[src/rtl/xif_arb_pkg.sv]
// Shared types and constants for the XIF coprocessor arbiter.
// Latency: n/a (declarations only).
// Backpressure: n/a.
// Owner indices are sized for the largest supported coprocessor count (8). This lets one
// scoreboard entry type serve every NUM_CP setting.
package xif_arb_pkg;

  localparam int MAX_CP   = 8;
  localparam int CP_IDX_W = $clog2(MAX_CP);

  // One scoreboard slot per XIF instruction ID.
  typedef struct packed {
    logic                busy;
    logic                committed;
    logic [CP_IDX_W-1:0] owner;
  } sb_entry_t;

endpackage

[src/rtl/xif_rr_arbiter.sv]
// Round-robin arbiter for coprocessor results. It can hold its grant while the consumer stalls.
// Latency: grant is combinational from req; the pointer and lock update on the clock edge.
// Backpressure: hold_i freezes the current grant until ack_i completes the handshake.
// Ports: clk_i/rst_ni    clock, async active-low reset
//        req_i           per-requester request
//        hold_i          grant presented but not accepted this cycle
//        ack_i           grant accepted this cycle (advances pointer)
//        gnt_oh_o        one-hot grant (zero when no request and not locked)
//        gnt_idx_o       binary index of the grant
module xif_rr_arbiter
  import xif_arb_pkg::*;
#(
  parameter int NUM_CP = 2
) (
  input  logic                clk_i,
  input  logic                rst_ni,
  input  logic [NUM_CP-1:0]   req_i,
  input  logic                hold_i,
  input  logic                ack_i,
  output logic [NUM_CP-1:0]   gnt_oh_o,
  output logic [CP_IDX_W-1:0] gnt_idx_o
);

  logic [CP_IDX_W-1:0] ptr_q;
  logic                lock_q;
  logic [CP_IDX_W-1:0] lock_idx_q;
  logic                found;
  logic [CP_IDX_W-1:0] search_idx;

  // Search for the first requester at or after the pointer, wrapping at NUM_CP-1.
  // The nested constant loops keep every bit select static.
  always_comb begin
    found      = 1'b0;
    search_idx = '0;
    for (int i = 0; i < NUM_CP; i++) begin
      for (int k = 0; k < NUM_CP; k++) begin
        if (!found && req_i[k] && (k == ((int'(ptr_q) + i) % NUM_CP))) begin
          found      = 1'b1;
          search_idx = CP_IDX_W'(k);
        end
      end
    end
  end

  // While locked, the grant stays on the stalled requester. XIF requires it to keep its
  // result stable until accepted.
  always_comb begin
    gnt_idx_o = lock_q ? lock_idx_q : search_idx;
    gnt_oh_o  = '0;
    for (int k = 0; k < NUM_CP; k++) begin
      gnt_oh_o[k] = (lock_q || found) && (gnt_idx_o == CP_IDX_W'(k));
    end
  end

  always_ff @(posedge clk_i or negedge rst_ni) begin
    if (!rst_ni) begin
      ptr_q      <= '0;
      lock_q     <= 1'b0;
      lock_idx_q <= '0;
    end else if (ack_i) begin
      ptr_q  <= (int'(gnt_idx_o) == NUM_CP - 1) ? '0 : gnt_idx_o + CP_IDX_W'(1);
      lock_q <= 1'b0;
    end else if (hold_i) begin
      lock_q     <= 1'b1;
      lock_idx_q <= gnt_idx_o;
    end
  end

endmodule

[src/rtl/xif_coproc_arbiter.sv]
// Shares one CORE-V-XIF offload path among NUM_CP coprocessors.
// Issue, commit and result phases are covered.
// Latency: issue, commit and result paths are combinational (0 cycles).
//          The scoreboard, outstanding_o and err_o update one cycle later.
// Backpressure: issue stalls while the issued ID is still busy or any coprocessor is not ready.
//               A stalled result keeps its grant locked until result_ready_i.
// Ports: issue_*    core issue handshake; cp_issue_* fan-out to coprocessors
//        commit_*   core commit; cp_commit_* per-coprocessor valid/kill
//        cp_result_* per-coprocessor results; result_* the arbitrated result to the core
//        outstanding_o number of busy IDs; err_o pulse on a result from a non-owner
module xif_coproc_arbiter
  import xif_arb_pkg::*;
#(
  parameter int NUM_CP  = 2,
  parameter int X_ID_W  = 4,
  parameter int X_RFW_W = 32
) (
  input  logic                      clk_i,
  input  logic                      rst_ni,
  // issue
  input  logic                      issue_valid_i,
  output logic                      issue_ready_o,
  input  logic [X_ID_W-1:0]         issue_id_i,
  output logic                      issue_accept_o,
  output logic                      issue_writeback_o,
  output logic [NUM_CP-1:0]         cp_issue_valid_o,
  input  logic [NUM_CP-1:0]         cp_issue_ready_i,
  input  logic [NUM_CP-1:0]         cp_issue_accept_i,
  input  logic [NUM_CP-1:0]         cp_issue_writeback_i,
  // commit
  input  logic                      commit_valid_i,
  input  logic [X_ID_W-1:0]         commit_id_i,
  input  logic                      commit_kill_i,
  output logic [NUM_CP-1:0]         cp_commit_valid_o,
  output logic [NUM_CP-1:0]         cp_commit_kill_o,
  // result
  input  logic [NUM_CP-1:0]         cp_result_valid_i,
  output logic [NUM_CP-1:0]         cp_result_ready_o,
  input  logic [NUM_CP*X_ID_W-1:0]  cp_result_id_i,
  input  logic [NUM_CP*5-1:0]       cp_result_rd_i,
  input  logic [NUM_CP-1:0]         cp_result_we_i,
  input  logic [NUM_CP*X_RFW_W-1:0] cp_result_data_i,
  output logic                      result_valid_o,
  input  logic                      result_ready_i,
  output logic [X_ID_W-1:0]         result_id_o,
  output logic [4:0]                result_rd_o,
  output logic                      result_we_o,
  output logic [X_RFW_W-1:0]        result_data_o,
  // status
  output logic [X_ID_W:0]           outstanding_o,
  output logic                      err_o
);

  localparam int DEPTH = 1 << X_ID_W;

  sb_entry_t sb     [DEPTH];
  sb_entry_t sb_nxt [DEPTH];

  // ---------------- issue ----------------
  sb_entry_t           issue_ent;
  logic                issue_busy;
  logic                issue_hs;
  logic [NUM_CP-1:0]   accept_oh;
  logic [CP_IDX_W-1:0] issue_owner;

  assign issue_ent        = sb[issue_id_i];
  assign issue_busy       = issue_ent.busy;
  assign cp_issue_valid_o = issue_busy ? '0 : {NUM_CP{issue_valid_i}};
  assign issue_ready_o    = !issue_busy && (&cp_issue_ready_i);
  assign issue_hs         = issue_valid_i && issue_ready_o;
  assign issue_accept_o   = |cp_issue_accept_i;

  // The lowest accepting coprocessor owns the instruction. Its writeback flag is the one
  // reported to the core.
  assign accept_oh         = cp_issue_accept_i & (~cp_issue_accept_i + NUM_CP'(1));
  assign issue_writeback_o = |(accept_oh & cp_issue_writeback_i);

  always_comb begin
    issue_owner = '0;
    for (int k = NUM_CP - 1; k >= 0; k--) begin
      if (cp_issue_accept_i[k]) issue_owner = CP_IDX_W'(k);
    end
  end

  // ---------------- commit ----------------
  sb_entry_t commit_ent;

  assign commit_ent        = sb[commit_id_i];
  assign cp_commit_valid_o = {NUM_CP{commit_valid_i}};

  // Only the recorded owner of a busy ID may keep the instruction. Every other coprocessor
  // is told to drop it.
  always_comb begin
    cp_commit_kill_o = '0;
    for (int k = 0; k < NUM_CP; k++) begin
      cp_commit_kill_o[k] = commit_kill_i ||
                            !(commit_ent.busy && (commit_ent.owner == CP_IDX_W'(k)));
    end
  end

  // ---------------- result ----------------
  logic [NUM_CP-1:0]   gnt_oh;
  logic [CP_IDX_W-1:0] gnt_idx;
  logic                res_hs;
  logic                res_hold;
  sb_entry_t           res_ent;
  logic                err_nxt;

  assign result_valid_o    = |cp_result_valid_i;
  assign cp_result_ready_o = gnt_oh & {NUM_CP{result_ready_i}};
  assign res_hs            = result_valid_o && result_ready_i;
  assign res_hold          = result_valid_o && !result_ready_i;

  xif_rr_arbiter #(
    .NUM_CP (NUM_CP)
  ) u_rr (
    .clk_i     (clk_i),
    .rst_ni    (rst_ni),
    .req_i     (cp_result_valid_i),
    .hold_i    (res_hold),
    .ack_i     (res_hs),
    .gnt_oh_o  (gnt_oh),
    .gnt_idx_o (gnt_idx)
  );

  always_comb begin
    result_id_o   = '0;
    result_rd_o   = '0;
    result_we_o   = 1'b0;
    result_data_o = '0;
    for (int k = 0; k < NUM_CP; k++) begin
      if (gnt_oh[k]) begin
        result_id_o   = cp_result_id_i[k*X_ID_W +: X_ID_W];
        result_rd_o   = cp_result_rd_i[k*5 +: 5];
        result_we_o   = cp_result_we_i[k];
        result_data_o = cp_result_data_i[k*X_RFW_W +: X_RFW_W];
      end
    end
  end

  // A result for an ID that is idle, or that belongs to another coprocessor, is flagged.
  // The entry is still freed.
  assign res_ent = sb[result_id_o];
  assign err_nxt = res_hs && (!res_ent.busy || (res_ent.owner != gnt_idx));

  // ---------------- scoreboard next state ----------------
  // Frees are applied before the issue write. An issue can only hit an idle ID, so
  // legitimate traffic never collides. A stray result to an ID being issued loses to the issue.
  always_comb begin
    sb_nxt = sb;
    if (commit_valid_i && commit_ent.busy) begin
      if (commit_kill_i) sb_nxt[commit_id_i].busy      = 1'b0;
      else               sb_nxt[commit_id_i].committed = 1'b1;
    end
    if (res_hs) begin
      sb_nxt[result_id_o].busy = 1'b0;
    end
    if (issue_hs && issue_accept_o) begin
      sb_nxt[issue_id_i].busy      = 1'b1;
      sb_nxt[issue_id_i].committed = 1'b0;
      sb_nxt[issue_id_i].owner     = issue_owner;
    end
  end

  logic [X_ID_W:0] busy_cnt;

  always_comb begin
    busy_cnt = '0;
    for (int i = 0; i < DEPTH; i++) begin
      busy_cnt = busy_cnt + {{X_ID_W{1'b0}}, sb_nxt[i].busy};
    end
  end

  always_ff @(posedge clk_i or negedge rst_ni) begin
    if (!rst_ni) begin
      for (int i = 0; i < DEPTH; i++) sb[i] <= '0;
      outstanding_o <= '0;
      err_o         <= 1'b0;
    end else begin
      for (int i = 0; i < DEPTH; i++) sb[i] <= sb_nxt[i];
      outstanding_o <= busy_cnt;
      err_o         <= err_nxt;
    end
  end

endmodule

[config.mk]
export PLATFORM = sky130hd
export DESIGN_NAME = xif_coproc_arbiter
export DESIGN_NICKNAME = d
export VERILOG_FILES = /design/src/rtl/xif_arb_pkg.sv /design/src/rtl/xif_rr_arbiter.sv /design/src/rtl/xif_coproc_arbiter.sv
export SDC_FILE = /design/constraint.sdc
export NUM_CORES = 1
export LEC_CHECK = 0
export CORE_MARGIN = 2
export CORE_UTILIZATION = 46
export CTS_CLUSTER_SIZE = 24
export DETAILED_ROUTE_END_ITERATION = 16
export PLACE_DENSITY = 0.87
export SKIP_LAST_GASP = 1
export SYNTH_ARGS = -nofsm -noshare
export SYNTH_HDL_FRONTEND = slang
export SYNTH_SLANG_ARGS = --single-unit
[constraint.sdc]
create_clock -name clk_i -period 11.28 [get_ports clk_i]
set_input_delay 1.128 -clock clk_i [delete_from_list [all_inputs] [get_ports clk_i]]
set_output_delay 1.128 -clock clk_i [all_outputs]
set_load 0.1 [all_outputs]
Yosys cells after proc, flatten, opt, wreduce, memory -nomap -nowiden
Cells that the tools add are included.
{"block": "word_totals", "regBits": 91, "output_inout_bits": 60, "mem_count": 0, "in_bits": 106, "ram_bits": 0, "romBits": 0, "latchBits": 0}
{"block": "classes", "reduce_logical": 43, "shifts": 0, "n_mul": 0, "n_mux": 53, "bitwise_logic": 9, "n_lt_le_gt_ge": 6, "n_addsub": 18, "div_mod_pow": 0, "n_eq_ne": 5}
{"op": "80-bit bitwise mux", "n": 6}
{"op": "80-bit 2-to-1 mux", "n": 4}
{"op": "5-bit demux with 4-bit select", "n": 6}
{"op": "32-bit logical NOT", "n": 2}
{"op": "32-bit 2-to-1 mux", "n": 2}
{"op": "5-bit binary-select mux with 4-bit select", "n": 3}
{"op": "5-bit by 1-bit adder with 5-bit output", "n": 11}
{"op": "5-bit 2-to-1 mux", "n": 11}
{"op": "1-bit logical AND", "n": 21}
{"op": "4-bit 2-to-1 mux", "n": 4}
{"op": "5-bit greater-or-equal comparator (second input constant)", "n": 3}
{"op": "5-bit by 1-bit less-than comparator with 1-bit output (second input constant)", "n": 3}
{"op": "4-bit inverter with 5-bit output", "n": 3}
{"op": "1-bit 2-to-1 mux", "n": 14}
{"op": "1-bit logical NOT", "n": 8}
{"op": "2-bit AND", "n": 3}
{"op": "3-bit by 1-bit equality test with 1-bit output (second input constant)", "n": 2}
{"op": "3-bit logical NOT", "n": 2}
{"op": "3-bit 2-to-1 mux", "n": 2}
{"op": "2-bit OR reduction", "n": 3}
{"op": "4-bit by 1-bit adder with 5-bit output", "n": 1}
{"op": "3-bit by 1-bit adder with 4-bit output", "n": 1}
{"op": "1-bit logical OR", "n": 4}
{"op": "2-bit AND reduction", "n": 2}
{"op": "12 further kinds", "n": 13}

Logic depth before layout (Yosys ltp)
Gate-level depths: netlist of the first run.
{"block": "logic_depth", "word_depth": 46, "depth_mapped": 21, "depth_no_buf": 20}

Hierarchy
From an unflattened synthesis of the first run, not the netlist that was laid out.
{"block": "hier_totals", "hier_cells": 393, "hier_area_um2": 3642.2}
{"module": "xif_coproc_arbiter", "n_inst": 1, "cells_per_inst": 369, "area_each_um2": 3387.0}
{"module": "xif_rr_arbiter", "n_inst": 1, "cells_per_inst": 24, "area_each_um2": 255.2}

Least setup slack after synthesis of the first run
OpenSTA, ideal clock, no wires.
{"block": "synth_path", "path_type": "input to register", "from": "input issue_id_i[1]", "to": "register outstanding_o[4]", "n_path_buf": 0, "path_stages": 18, "setup_time_ps": 119, "t_required_ps": 11161, "t_arrival_ps": 6635, "slack_ps": 4526, "path_cell_list": "mux4_2 mux4_2 nor2b_2 and4_1 and2b_1 nand2_2 o21a_1 fa_1 fa_1 inv_1 fa_1 inv_1 fa_1 inv_1 ha_1 fa_1 a21oi_1 nor2b_1"}
{"block": "synth_between", "elab_chain_cells": 24, "elab_cells_between_ends": 34, "classes_between": "add/sub (15); order compare (2); mux (11); bitwise (1); reduce/logical (5)"}
{"element": "start: declaration", "line_no": "xif_coproc_arbiter.sv:23", "text": "input logic [X_ID_W-1:0] issue_id_i,"}
{"element": "4-bit inverter with 5-bit output (not written as such) *"}
{"element": "5-bit greater-or-equal comparator (not written as such), or another cell as far along", "line_no": "xif_coproc_arbiter.sv:159", "text": "sb_nxt[issue_id_i].busy = 1'b1;"}
{"element": "1-bit logical AND (not written as such) or 5-bit 2-to-1 mux (tied branches)", "line_no": "xif_coproc_arbiter.sv:159, xif_coproc_arbiter.sv:66"}
{"element": "5-bit 2-to-1 mux (on tied branches)", "line_no": "xif_coproc_arbiter.sv:159, xif_coproc_arbiter.sv:66"}
{"element": "5-bit demux with 4-bit select or 1-bit logical NOT (tied branches)", "line_no": "xif_coproc_arbiter.sv:159, xif_coproc_arbiter.sv:69"}
{"element": "80-bit bitwise mux or 1-bit logical AND (tied branches)", "line_no": "xif_coproc_arbiter.sv:159, xif_coproc_arbiter.sv:69"}
{"element": "80-bit bitwise mux or 1-bit logical AND (tied branches)", "line_no": "xif_coproc_arbiter.sv:160, xif_coproc_arbiter.sv:70"}
{"element": "80-bit bitwise mux or 1-bit logical AND (tied branches)", "line_no": "xif_coproc_arbiter.sv:161, xif_coproc_arbiter.sv:158"}
{"element": "80-bit 2-to-1 mux *", "line_no": "xif_coproc_arbiter.sv:158", "text": "if (issue_hs && issue_accept_o) begin"}
{"element": "1-bit by 1-bit adder with 2-bit output", "line_no": "xif_coproc_arbiter.sv:170", "text": "busy_cnt = busy_cnt + {{X_ID_W{1'b0}}, sb_nxt[i].busy};"}
{"element": "2-bit by 1-bit adder with 3-bit output", "line_no": "xif_coproc_arbiter.sv:170"}
{"element": "3-bit by 1-bit adder with 4-bit output", "line_no": "xif_coproc_arbiter.sv:170"}
{"element": "4-bit by 1-bit adder with 5-bit output", "line_no": "xif_coproc_arbiter.sv:170"}
{"element": "5-bit by 1-bit adder with 5-bit output (10 in series)", "line_no": "xif_coproc_arbiter.sv:170"}
{"element": "5-bit by 1-bit adder with 5-bit output *", "line_no": "xif_coproc_arbiter.sv:170"}
{"element": "via busy_cnt[4]", "line_no": "xif_coproc_arbiter.sv:165", "text": "logic [X_ID_W:0] busy_cnt;"}
{"element": "end signal: assignment", "line_no": "xif_coproc_arbiter.sv:181", "text": "outstanding_o <= busy_cnt;"}
{"element": "end: declaration", "line_no": "xif_coproc_arbiter.sv:50", "text": "output logic [X_ID_W:0] outstanding_o,"}
Mark *: on every way through the listed nets, which the timed path passes. The rest lies on a longest branch. The select of a mux whose other input is x is not followed.
A chain may end at the register's enable or synchronous reset.

==> summary.md, run 1 <==
| Metric | Value |
|---|---|
| Num CTS Buffers | `5` |
| Die area | `0.008709 sq mm` |
| Syn nets | `556` |
| Total Routing Usage GR | `0.3079` |
| Synth area leaders | `dfrtp_1 29%, nand2_1 11%, mux4_2 9.2%` |
| Maximum clock frequency | `145.7 MHz` |
| Minimum clock period | `6.865 ns` |
| Core ar. | `a little under 0.008 sq mm` |
| Fillers | `597` |
| Synth top area share | `0.2932` |
| Reg clk slew, reported paths | `0.08 ns` |
| Synth unique cells | `50` |
| Part of the power in the clock network | `0.136` |
| Status | `finished, final reports clean` |
| Worst path max stage delay | `0.77 ns` |
| Share of cells above drive strength 1 | `0.09492` |
| Final Skew | `0.003503 ns` |
| Layout area overhead | `50.63%` |
| Syn Area/Cell | `8.436 sq um` |
| Power Density | `roughly 190 mW/mm^2` |
| Final GP Congestion | `1.062` |
| Post-synth EDFFs | `0` |
| Via density | `5.808` |
| Comb power frac | `0.670` |
| Final Cell Area | `0.005528 sq mm` |
| I/O Pins | `166` |
| Yosys top cell by area | `dfrtp_1` |
| Largest net degree at the start of global routing | `47` |
| Switch Pwr | `0.0005782 W` |
| Initial DRC count | `521` |
| CP Class | `input pin to flip-flop` |
| N_diodes | `0` |
| Initial antenna violation count | `0` |
| CP arrival | `7.06 ns` |
| Post-DRT Antenna Nets | `0` |
| IO buf count | `165` |
| Top Usage Layer GRT | `met2` |
| Remaining DRCs | `0` |
| Synth Cell Area | `0.003670 sq mm` |
| Final setup TNS | `0 ns` |
| CP Cell Sequence | `clkdlybuf4s50_1 > mux4_2 > mux4_2 > nor2b_2 > and4_1 > and2b_1 > nand2_2 > o22ai_1 > inv_1 > fa_1 > fa_1 > inv_1 > fa_1 > inv_1 > fa_1 > inv_1 > ha_1 > fa_1 > a21oi_1 > nor2b_1` |
| P_int | `~0.00049 W` |
| HPWL after DPL | `around 11,000 um` |
| Sequential area share after synthesis | `0.2932` |
| Commonest register cell after synthesis | `dfrtp_1` |
| DR vias | `4,019` |
| Nets@finish | `710` |
| Final Routed Wirelength | `13,540 um` |
| Final setup vio count | `0` |
| Slew Viols, Final | `0` |
| RR Startpoint | `u_rr.ptr_q[0]$_DFFE_PN0P_` |
| H-tree depth | `2` |
| Root Driver | `clkbuf_8` |
| Final Util | `0.7154` |
| Leak pwr | `2.411 nW` |
| Synth Warn # | `0` |
| Min-Delay Path Class | `flip-flop to flip-flop` |
| Relative slew slack | `0.2902` |
| Final hold violation count | `0` |
| Initial Util | `0.4749` |
| Hold_buf cts | `0` |
| RSZ-0062 raised after global routing | `no` |
| CTS tree | `yes` |
| CP dominant cell by count | `fa_1` |
| Slowest CP cell | `clkdlybuf4s50_1` |
| Rows | `32` |
| M3 GR Usage | `0.07897` |
| Synth Instances | `435` |
| Post-DP Area | `between 0.005 and 0.006 sq mm` |
| Routed length per instance | `19.57 um` |
| DR pass1 iterations | `6` |
| Yosys reg bits | `43` |
| Hold path start | `u_rr.lock_idx_q[2]$_DFFE_PN0P_` |
| Post-synth ARST share | `1.000` |
| Cts repair resizes | `0` |
| Sequential Power Share | `0.194` |
| Max clock buf depth | `2` |
| Final Cycle Share | `0.6086` |
| IR drop worst, VDD | `0.2024 mV` |
| Clock sinks | `43` |
| GR Util met2 | `0.5414` |
| M1 GR Usage | `0.3637` |
| Crit end category | `flip-flop` |
| Vias in the first global route | `4,008` |
| Crit path launch type | `input pin` |
| Gr ovfl total | `0` |
| Setup bufs post-CTS | `0` |
| First-pass GRT wire length | `20,670 um` |
| Max-cap violation count | `0` |
| Worst Max-Slew Pin Slew | `1.061 ns` |
| Die X | `93.32 um` |
| Crit-path max FO | `13` |
| Critical Path Start | `issue_id_i[1]` |
| Die height | `about 93 um` |
| Required @ worst endpoint | `roughly 11 ns` |
| Sw Share | `0.5423` |
| Worst-Skew Late Latency | `0.30 ns` |
cell type report:
| cell class | count | area [sq um] | share of cell area |
|---|---|---|---|
| Clock buffer | 5 | 68.82 | 0.01245 |
| Clock inverter | 3 | 71.32 | 0.01290 |
| Inverter | 24 | 90.09 | 0.01630 |
| Multi-Input combinational cell | 346 | 2417 | 0.4373 |
| Sequential cell | 43 | 1076 | 0.1947 |
| Tap cell | 102 | 127.6 | 0.02309 |
| Timing Repair Buffer | 169 | 1677 | 0.3033 |
final timing paths:
path | to | slack, ns | cells after the start
setup / recovery | outstanding_o[4]$_DFF_PN0_ | 4.42 | 20
hold / removal | u_rr.lock_idx_q[2]$_DFFE_PN0P_ | 0.49 | 1
setup reg to reg | outstanding_o[4]$_DFF_PN0_ | 5.46 | 21
hold reg to reg | u_rr.lock_idx_q[2]$_DFFE_PN0P_ | 0.49 | 1
max in group asynchronous | sb[0]$_DFFE_PN0P_ | 9.70 | 1
min in group asynchronous | outstanding_o[3]$_DFF_PN0_ | 0.97 | 1
Yosys cell counts (2+ instances only):
library cell  number
nand2b_1          10
nand2_1          109
nor2_1            17
ha_1               5
and2_1             9
buf_2              3
clkbuf_1          14
mux2i_1           17
o21a_1             4
nor3_1             7
or2_2              5
mux2_2            15
o221ai_1          16
nor3b_1            2
o21ai_0           13
fa_1              10
buf_4              3
dfrtp_1           43
nor2b_1            5
buf_1              2
a21oi_1           46
inv_1             23
mux4_2            15
a31oi_1            2
o22ai_1            2
or3_1              4
nand3_1            6
and3_1             6
cells by family (layout without fill, tap and decap cells):
logic type | after synthesis | in the layout | synth area share
AND/OR/NAND/NOR | 188 | 188 | 0.2349
AO/OA/AOI/OAI | 93 | 93 | 0.1568
multiplexers | 48 | 48 | 0.1875
buffers and inverters | 46 | 201 | 0.05114
flip-flops | 43 | 43 | 0.2932
adder cells (fa/ha/maj) | 15 | 15 | 0.07160
XOR/XNOR | 2 | 2 | 0.004774
worst max-delay path: cells and delay by family:
| kind | cells | cell delay, ns |
|---|---|---|
| compound gates | 2 | 0.42 |
| buf+inv | 5 | 1.01 |
| fa+ha+maj | 6 | 2.55 |
| simple gates | 5 | 0.86 |
| mux | 2 | 1.07 |
power groups by stage:
stage,Combinational (W),Clock [W],Sequential [W]
after detailed placement,0.000714,0,0.000208
after global routing,0.000760,0.000152,0.000209
after global placement,0.000707,0,0.000208
after CTS,0.000716,0.000147,0.000205
after floorplan,0.000475,0,0.000248
final,0.000714,0.000145,0.000207
sequential cells by signal, indices dropped and copies added (netlist names):
signal           cells
err_o                1
outstanding_o        5
sb                  32
u_rr.lock_idx_q      3
u_rr.lock_q          1
u_rr.ptr_q           1
cells in the final DEF, fill, tap and decap left out, types with 2 or more instances in the layout:
master / synthesis / layout
nand3_1: 6 / 6
nor3b_1: 2 / 2
or3_1: 4 / 4
clkbuf_8: 0 / 5
nand2_1: 109 / 109
o22ai_1: 2 / 2
mux2i_1: 17 / 17
ha_1: 5 / 5
buf_4: 3 / 4
inv_1: 23 / 23
a21oi_1: 46 / 46
a31oi_1: 2 / 2
nand2b_1: 10 / 10
bufinv_16: 0 / 2
or2_2: 5 / 5
o221ai_1: 16 / 16
and2_1: 9 / 9
clkdlybuf4s50_1: 0 / 164
nor2b_1: 5 / 5
o21a_1: 4 / 4
and3_1: 6 / 6
nor3_1: 7 / 7
fa_1: 10 / 10
mux2_2: 15 / 15
o21ai_0: 13 / 12
dfrtp_1: 43 / 43
nor2_1: 17 / 17
mux4_2: 15 / 15
routing by layer:
metal	wire length (um)	vias to the layer above
met5	0	-
met4	529	0
met3	1398	44
met2	6541	265
met1	5069	1879
li1	-	1831
metrics by stage:
stage | total power (W) | instances | setup slack (ns) | hold WS (ns)
2_1_floorplan | 0.0007232 | 435 | 4.526 | 0.4477
3_3_place_gp | 0.0009147 | 684 | 4.338 | 0.4666
4_1_cts | 0.001068 | 692 | 4.483 | 0.4997
6_report | 0.001066 | 692 | 4.415 | 0.4939
3_5_place_dp | 0.0009217 | 684 | 4.201 | 0.4698
5_1_grt | 0.001121 | 692 | 4.124 | 0.5405
No activity file was read; power rests on OpenSTA's default activity.
==> run 2: changes to the inputs <==
- CORE_UTILIZATION: 46 -> 39
- PLACE_DENSITY: 0.87 -> 0.79
- clock period: 11.28 -> 5.87 ns (I/O delays scaled with it)
==> run 2 against run 1 <==
Against the previous run: core utilization shrank 9.0 points; worst setup slack lost 4.2 ns; global-route usage shrank 3.7 points; clock power grew 64%; routed wire length grew 3.4%; critical path depth grew 2; first-iteration DRC count shrank 30%; via count grew 3.8%; design area grew 4.1%; critical endpoint unchanged.
==> summary.md, run 2 (same netlist as run 1, synthesis figures left out) <==
| Metric | Value |
|---|---|
| Comb power frac | `0.690 (+0.020)` |
| Die X | `101.0 um (+8.2%)` |
| Top flop regs | `sb (32), outstanding_o (5), u_rr.lock_idx_q (3)` |
| Worst path max stage delay | `0.52 ns (-0.25 ns)` |
| DP Worst Slack | `-0.3888 ns (-4.589 ns)` |
| RSZ-0062 raised after global routing | `no` |
| Largest Register | `sb` |
| CP Class | `input pin to flip-flop` |
| DR vias | `4,170 (+3.8%)` |
| Leak pwr | `2.650 nW (+9.9%)` |
| Post-DRT Antenna Nets | `0 (unchanged)` |
| Fin worst setup slack | `0.2361 ns (-4.179 ns)` |
| N_diodes | `0 (unchanged)` |
| Setup bufs post-CTS | `0 (unchanged)` |
| Max clock buf depth | `2 (unchanged)` |
| Power consumption | `0.002048 W (+92%)` |
| Crit end category | `flip-flop` |
| Status | `finished, final reports clean` |
| Initial antenna violation count | `0 (unchanged)` |
| Crit path launch type | `input pin` |
| CP Cell Sequence | `clkdlybuf4s50_1 > nor2b_1 > buf_4 > o21ai_4 > buf_4 > nor3b_1 > o21a_1 > nand2_1 > o21ai_0 > o22ai_2 > inv_1 > fa_1 > fa_1 > inv_1 > fa_1 > inv_1 > fa_1 > inv_1 > ha_1 > fa_2 > a21oi_1 > nor2b_1` |
| I/O Pins | `166 (unchanged)` |
| Layout area overhead | `56.84%` |
| Reg clk slew, reported paths | `0.08 ns (about the same)` |
| DR pass1 iterations | `5 (-1)` |
| Final Skew | `0.004436 ns (+0.0009335 ns)` |
| Clock sinks | `43 (unchanged)` |
| Crit path max-delay family | `adder cells` |
| CTS tree | `yes` |
| Commonest non-fill, non-tap cell in the layout | `clkdlybuf4s50_1` |
| Share of cells above drive strength 1 | `0.2083 (+0.1134)` |
| Minimum clock period | `5.634 ns` |
| Gr ovfl total | `0 (unchanged)` |
| Largest net degree at the start of global routing | `45 (-4.3%)` |
| Die height | `101.0 um (+8.2%)` |
| Rows | `35 (+9.4%)` |
| IR drop worst, VDD | `0.4918 mV (+140%)` |
| Final Routed Wirelength | `14,010 um (+3.4%)` |
| Switch Pwr | `0.001119 W (+94%)` |
| Hold_buf cts | `0 (unchanged)` |
| Core ar. | `0.009196 sq mm (+19%)` |
| Nets@finish | `749 (+5.5%)` |
| Final setup vio count | `0 (unchanged)` |
| Slew Viols, Final | `0 (unchanged)` |
| Sequential Power Share | `0.194 (about the same)` |
| Final hold violation count | `0 (unchanged)` |
| P_int | `0.0009294 W (+90%)` |
| Max-cap violation count | `0 (unchanged)` |
| Root Driver | `clkbuf_8` |
| Maximum clock frequency | `about 180 MHz` |
| Power Density | `355.9 mW/mm^2 (+85%)` |
| Worst path buffer plus inverter count | `7 (+2)` |
| Worst Max-Slew Pin Slew | `0.9837 ns (-0.07763 ns)` |
| CP arrival | `5.82 ns (-1.24 ns)` |
| Slowest CP cell | `clkdlybuf4s50_1` |
| Worst-Skew Late Latency | `0.30 ns (about the same)` |
| Part of the power in the clock network | `0.116 (-0.020)` |
| Cts repair resizes | `1 (+1)` |
| Final setup TNS | `0 ns (unchanged)` |
| H-tree depth | `2 (unchanged)` |
| Initial Util | `0.3990 (-0.07586)` |
| Total Routing Usage GR | `0.2708 (-0.03712)` |
| Via density | `5.635 (-3.0%)` |
| Relative slew slack | `0.3421 (+0.05192)` |
| Remaining DRCs | `0 (unchanged)` |
| Die area | `0.01020 sq mm (+17%)` |
| Min-Delay Path Class | `input pin to asynchronous set/reset pin` |
| First-pass GRT wire length | `21,370 um (+3.4%)` |
| Final hold slack | `0.4285 ns (-0.06538 ns)` |
| HPWL after DPL | `11,310 um (+5.4%)` |
| IO buf count | `165 (unchanged)` |
| Routed length per instance | `18.93 um (-3.3%)` |
| Initial DRC count | `367 (-30%)` |
| Max reg flops | `32 (unchanged)` |
| Crit-path max FO | `5 (-8)` |
| Most frequent cells in the layout | `129 x clkdlybuf4s50_1, 109 x nand2_1, 74 x buf_4` |
| Final Cycle Share | `0.9598` |
| Num CTS Buffers | `5 (unchanged)` |
| Vias in the first global route | `4,014 (+0.15%)` |
| Sw Share | `0.5463 (+0.004015)` |
| Final GP Congestion | `1.026 (-3.4%)` |
| Required @ worst endpoint | `6.06 ns (-5.41 ns)` |
==> run 2: cell types whose count changed in the layout (fill, tap and decap cells not counted), moves of 2 or more <==
cell and delta:
clkdlybuf4s50_1 -35, o21ai_0 -2, dlymetal6s2s_1 +2, buf_4 +70
==> run 2: layout make-up <==
type,instances,area (sq um)
Inverter,24,90.09
Multi-Input combinational cell,346,2436
Clock buffer,6,82.58
Timing Repair Buffer,208,1897
Fill cell,795,3441
Tap cell,111,138.9
Sequential cell,43,1076
Clock inverter,2,35.03
==> run 2: final timing paths <==
check                           cells after the start  slack [ns]                        endpoint                           start
worst max-delay path                               22        0.24      outstanding_o[4]$_DFF_PN0_            cp_result_valid_i[0]
max in group asynchronous                           1        4.86                sb[14]$_DFF_PN0_                          rst_ni
worst max register to register                     18        0.49      outstanding_o[4]$_DFF_PN0_                sb[64]$_DFF_PN0_
worst min-delay path                                1        0.43      outstanding_o[4]$_DFF_PN0_                          rst_ni
worst min register to register                      1        0.50  u_rr.lock_idx_q[2]$_DFFE_PN0P_  u_rr.lock_idx_q[2]$_DFFE_PN0P_
min in group clk_i                                  1        0.50  u_rr.lock_idx_q[2]$_DFFE_PN0P_  u_rr.lock_idx_q[2]$_DFFE_PN0P_
==> run 2: layer usage <==
metal	vias up	wire [um]	share of wire	global-route usage
li1	1912	-	-	-
met5	-	0	0	0
met4	0	593	0.042	0.09148
met2	259	7011	0.50	0.4897
met1	1948	5233	0.37	0.3266
met3	51	1166	0.083	0.04300
==> run 2: power by group through the flow <==
stage	sequential [W]	combinational, W	clock [W]
3_3_place_gp	0.000400	0.00137	0
3_5_place_dp	0.000400	0.00140	0
2_1_floorplan	0.000476	0.000915	0
4_1_cts	0.000395	0.00141	0.000242
5_1_grt	0.000401	0.00152	0.000253
6_report	0.000398	0.00141	0.000238
==> run 2: through the flow <==
step / instance area, sq um / cells / util
3_5_place_dp: 5618 / 732 / 0.6109
5_1_grt: 5756 / 740 / 0.6259
4_1_cts: 5734 / 740 / 0.6235
2_1_floorplan: 3676 / 435 / -
3_3_place_gp: 5618 / 732 / 0.6109
6_report: 5756 / 740 / 0.6259
==> RTL change 1, RTL diff (settings of run 2) <==
Take the reset off `outstanding_o` and load it in a clocked block of its own.
--- a/src/rtl/xif_coproc_arbiter.sv
+++ b/src/rtl/xif_coproc_arbiter.sv
@@ -174,14 +174,16 @@
   always_ff @(posedge clk_i or negedge rst_ni) begin
     if (!rst_ni) begin
       for (int i = 0; i < DEPTH; i++) sb[i] <= '0;
-      outstanding_o <= '0;
       err_o         <= 1'b0;
     end else begin
       for (int i = 0; i < DEPTH; i++) sb[i] <= sb_nxt[i];
-      outstanding_o <= busy_cnt;
       err_o         <= err_nxt;
     end
   end
 
+  always_ff @(posedge clk_i) begin
+    outstanding_o <= busy_cnt;
+  end
+
 endmodule
 
Function: changed (Yosys sat finds a counterexample within 4 cycles, from zero or initial values and one cycle with rst_ni low).
==> RTL change 1 against run 2 <==
Wire length about the same; fmax up 1.2%; largest cell class unchanged; design area up 0.15%; largest power group unchanged; setup slack better by 0.066 ns; sequential cell count unchanged; register-to-register slack better by 0.04 ns; total power down 3.0%; synthesized cell count unchanged; via count down 0.58%; global-route usage up 0.41 points; first-iteration DRC count down 9.8%; synthesized area down 0.68%.
==> RTL change 1: results (changes against run 2) <==
INFO  status         outcome=completed [unchanged]
INFO  synth          per_instance_average_area_after_synthesis=8.38µm² [was 8.44 µm²]
INFO  synth          yosys.area_share.adder=7.21% [was 7.16%]
INFO  finish         nets=757 [was 749]
INFO  finish         filler_cell_count=793 [was 795]
INFO  synth          yosys-top-cells-count=sky130_fd_sc_hd__nand2_1 (109), sky130_fd_sc_hd__a21oi_1 (46), sky130_fd_sc_hd__dfrtp_1 (38) [was sky130_fd_sc_hd__nand2_1 (109), sky130_fd_sc_hd__a21oi_1 (46), sky130_fd_sc_hd__dfrtp_1 (43)]
INFO  synth          asyncSetResetFlopFracSynth=88.4% [was 100%]
INFO  timing         final.setup_skew=0.00957ns [was 0.00444 ns]
INFO  synth          synth_area_in_compound_gates=15.8% [was 15.7%]
INFO  synth          synthDistinctLibCells=51 [was 50]
INFO  hold_path      timing.hold.worst.class=reg -> reg [was in -> async]
INFO  grt            grt_util_all_layers=27.5% [was 27.1%]
INFO  finish         final_layout_size_suffix_gt1_share=22.0% [was 20.8%]
INFO  pwr            vdd_ir_drop_max=347µV [was 492 µV]
INFO  drt            drt-initial-drc-count=331 [was 367]
INFO  drt            route.final.wire_length=14.0mm [about the same]
INFO  drt            average_wire_per_cell_in_the_routed_design=18.7µm [was 18.9 µm]
INFO  critical_path  timing.critical_path.fanout_max=20 [was 5]
INFO  drt            wl_met3=1.24mm [was 1.17 mm]
INFO  critical_path  crit_path_max_incr_delay=0.50ns [was 0.52 ns]
INFO  pwr            leakage=0.00264µW [was 0.00265 µW]
INFO  synth          post_synth_mux_area_share=18.9% [was 18.8%]
INFO  synth          synth.yosys.seq_area_share=28.8% [was 29.3%]
INFO  timing         transition_at_the_pin_with_the_smallest_max_transition_slack=1.01ns [was 0.984 ns]
INFO  grt            grt.met1_usage=33.0% [was 32.7%]
INFO  drt            num_vias=4,146 [was 4,170]
INFO  placed_design  globalplace.congestion=0.923 [was 1.03]
INFO  grt            grtUsageMet3=6.10% [was 4.30%]
INFO  synth          synth.top_cells.by_area=sky130_fd_sc_hd__dfrtp_1 (26%), sky130_fd_sc_hd__nand2_1 (11%), sky130_fd_sc_hd__mux4_2 (9.3%), sky130_fd_sc_hd__a21oi_1 (6.3%), sky130_fd_sc_hd__fa_1 (5.5%) [was sky130_fd_sc_hd__dfrtp_1 (29%), sky130_fd_sc_hd__nand2_1 (11%), sky130_fd_sc_hd__mux4_2 (9.2%), sky130_fd_sc_hd__a21oi_1 (6.3%), sky130_fd_sc_hd__fa_1 (5.5%)]
INFO  grt            grt_first_pass_wirelength=21.5mm [was 21.4 mm]
INFO  synth          yosys.area_share.xor_xnor=0.481% [was 0.477%]
INFO  placed_design  dp_hpwl=11.5mm [was 11.3 mm]
INFO  grt            grt_util_met2=46.3% [was 49.0%]
==> RTL change 1: stage by stage <==
step,setup WS [ns],utilization [%]
3_3_place_gp,-0.262,61.8
5_1_grt,0.0122,63.0
4_1_cts,0.0419,62.7
2_1_floorplan,0.0206,-
3_5_place_dp,-0.370,61.8
6_report,0.302,63.0
==> RTL change 1: final timing paths <==
kind                       slack, ns                            from  depth (start not counted)                             end
setup / recovery                0.30            cp_result_valid_i[0]                         21        outstanding_o[4]$_DFF_P_
hold / removal                  0.48  u_rr.lock_idx_q[1]$_DFFE_PN0P_                          1  u_rr.lock_idx_q[1]$_DFFE_PN0P_
setup reg to reg                0.53                sb[64]$_DFF_PN0_                         18        outstanding_o[4]$_DFF_P_
hold reg to reg                 0.48  u_rr.lock_idx_q[1]$_DFFE_PN0P_                          1  u_rr.lock_idx_q[1]$_DFFE_PN0P_
max in group asynchronous       4.82                          rst_ni                          2              sb[40]$_DFFE_PN0P_
min in group asynchronous       0.71                          rst_ni                          2                sb[79]$_DFF_PN0_
==> RTL change 1: cell type report <==
| type | instances | area (µm²) | share of cell area [%] |
|---|---|---|---|
| multi-input cells | 346 | 2430 | 42.2 |
| repair buffers | 216 | 1960 | 34.0 |
| flip-flops and latches | 43 | 1050 | 18.2 |
| well taps | 111 | 139 | 2.41 |
| inverters | 24 | 90.1 | 1.56 |
| clock buffers | 5 | 68.8 | 1.19 |
| clock inverters | 3 | 20.0 | 0.347 |
==> RTL change 1: timing repair <==
action,in CTS,in global routing
hold endpoints to repair,0,0
setup endpoints to repair,2,4
hold buffers,0,0
resized for setup,1,7
buffers inserted,0,0
==> RTL change 1: where the power goes <==
| part | total (µW) | internal [µW] | switching, µW |
|---|---|---|---|
| clock | 187 | 82.8 | 104 |
| combinational | 1400 | 442 | 962 |
| sequential | 397 | 349 | 47.8 |
==> RTL change 2, RTL diff (config.mk and constraints of run 2) <==
Without the edit above. `NUM_CP` is set to 2 in 2 places; all go to 1.
--- a/src/rtl/xif_rr_arbiter.sv
+++ b/src/rtl/xif_rr_arbiter.sv
@@ -10,7 +10,7 @@
 module xif_rr_arbiter
   import xif_arb_pkg::*;
 #(
-  parameter int NUM_CP = 2
+  parameter int NUM_CP = 1
 ) (
   input  logic                clk_i,
   input  logic                rst_ni,
--- a/src/rtl/xif_coproc_arbiter.sv
+++ b/src/rtl/xif_coproc_arbiter.sv
@@ -11,7 +11,7 @@
 module xif_coproc_arbiter
   import xif_arb_pkg::*;
 #(
-  parameter int NUM_CP  = 2,
+  parameter int NUM_CP  = 1,
   parameter int X_ID_W  = 4,
   parameter int X_RFW_W = 32
 ) (
Interface: changed (12 resized); port bits go from 166 to 116. No check against the original RTL was run, so the function may have changed too.
==> RTL change 2 against run 2 <==
Count of clock-buffer cells in the layout decreased by 3; utilization decreased by 0.93 points; wire length decreased by 45%; synthesized area decreased by 36%; fmax increased by 3.7%; sequential cell count decreased by 17; final cell count decreased by 43%; worst hold slack improved by 0.12 ns; design area decreased by 37%; total power decreased by 43%; setup slack improved by 0.20 ns; first-iteration DRC count decreased by 51%; sequential power decreased by 38%; critical endpoint unchanged; largest power group unchanged.
==> RTL change 2: results (changes against run 2) <==
INFO  clocking       numClockSinks=26 [was 43]
INFO  synth          mappedNetlistNets=319 [was 556]
INFO  clocking       clock_insertion_delay_worst_skew=0.28ns [was 0.30 ns]
INFO  status         outcome=completed [unchanged]
INFO  placed_design  dp_hpwl=6.13mm [was 11.3 mm]
INFO  drt            drt_pre_antenna_iters=6 [was 5]
INFO  finish         nets=425 [was 749]
INFO  grt            grt_first_pass_wirelength=11.3mm [was 21.4 mm]
INFO  placed_design  globalplace.congestion=0.954 [was 1.03]
INFO  clocking       number_of_resized_instances_in_the_post_cts_repair_step=0 [was 1]
INFO  grt            first_global_vias=2,174 [was 4,014]
INFO  finish         final_layout_size_suffix_gt1_share=7.16% [was 20.8%]
INFO  finish         multi_input_area_share=43.4% [was 42.3%]
INFO  finish         clk_share=1.98% [was 2.04%]
INFO  pwr            vdd_ir_drop_max=312µV [was 492 µV]
INFO  grt            grt_max_degree=50 [was 45]
INFO  finish         ff_latch_area=651µm² [was 0.00108 mm²]
INFO  synth          synthDistinctLibCells=44 [was 50]
INFO  critical_path  timing.critical_path.fanout_max=8 [was 5]
INFO  placed_design  postPlaceCellArea=0.00354mm² [was 0.00562 mm²]
INFO  timing         slew_headroom=32.8% [was 34.2%]
INFO  critical_path  reg2reg_setup_slack=0.95ns [was 0.49 ns]
INFO  drt            drt-initial-drc-count=179 [was 367]
INFO  critical_path  crit_path_max_incr_delay=0.67ns [was 0.52 ns]
INFO  pwr            power_switching_share=52.0% [was 54.6%]
INFO  pwr            pwr.group.sequential=245µW [was 398 µW]
INFO  drt            num_vias=2,377 [was 4,170]
INFO  finish         filler_cell_count=469 [was 795]
INFO  finish         final-nonclk-buf-share=33.0% [about the same]
## RTL change 2: cell count changes in the layout (fill, tap and decap cells not counted), sizes merged, moves of 8 or more
cell	change
a21oi	-44
buf	-71
clkdlybuf4s50	-14
dfrtp	-17
inv	-14
mux2	-12
mux2i	-13
nand2	-103
nor2b	+44
o221ai	-10
o22a	+8
o22ai	+10
## RTL change 2: path summary, 6_finish.rpt
kind / start / to
max: issue_id_i[0] / outstanding_o[4]$_DFF_PN0_
min: u_rr.lock_idx_q[2]$_DFFE_PN0P_ / u_rr.lock_idx_q[2]$_DFFE_PN0P_
max reg2reg: u_rr.lock_idx_q[2]$_DFFE_PN0P_ / outstanding_o[4]$_DFF_PN0_
min reg2reg: u_rr.lock_idx_q[2]$_DFFE_PN0P_ / u_rr.lock_idx_q[2]$_DFFE_PN0P_
max in group asynchronous: rst_ni / sb[69]$_DFF_PN0_
min in group asynchronous: rst_ni / sb[9]$_DFF_PN0_
## RTL change 2: cells by family after synthesis
kind of cell,share of synthesized area (%)
multiplexers,13.4
XOR/XNOR,0.749
flip-flops,27.8
AO/OA/AOI/OAI,15.4
AND/OR/NAND/NOR,25.8
buffers and inverters,5.56
adder cells (fa/ha/maj),11.2
## RTL change 2: routing by layer
layer / routed length, µm / up-vias / GRT usage, %
li1: - / 1097 / -
met1: 3120 / 1133 / 30.8
met2: 3760 / 128 / 36.0
met3: 663 / 19 / 4.62
met4: 154 / 0 / 7.97
met5: 0 / - / 0
## RTL change 2: metrics by stage
step	hold slack (ns)	worst slack (ns)	std cells	total power [µW]
2_1_floorplan	0.291	0.829	244	811
3_3_place_gp	0.519	0.268	420	1010
5_1_grt	0.583	0.213	424	1240
6_report	0.545	0.436	424	1160
4_1_cts	0.547	0.463	424	1170
3_5_place_dp	0.520	0.176	420	1020
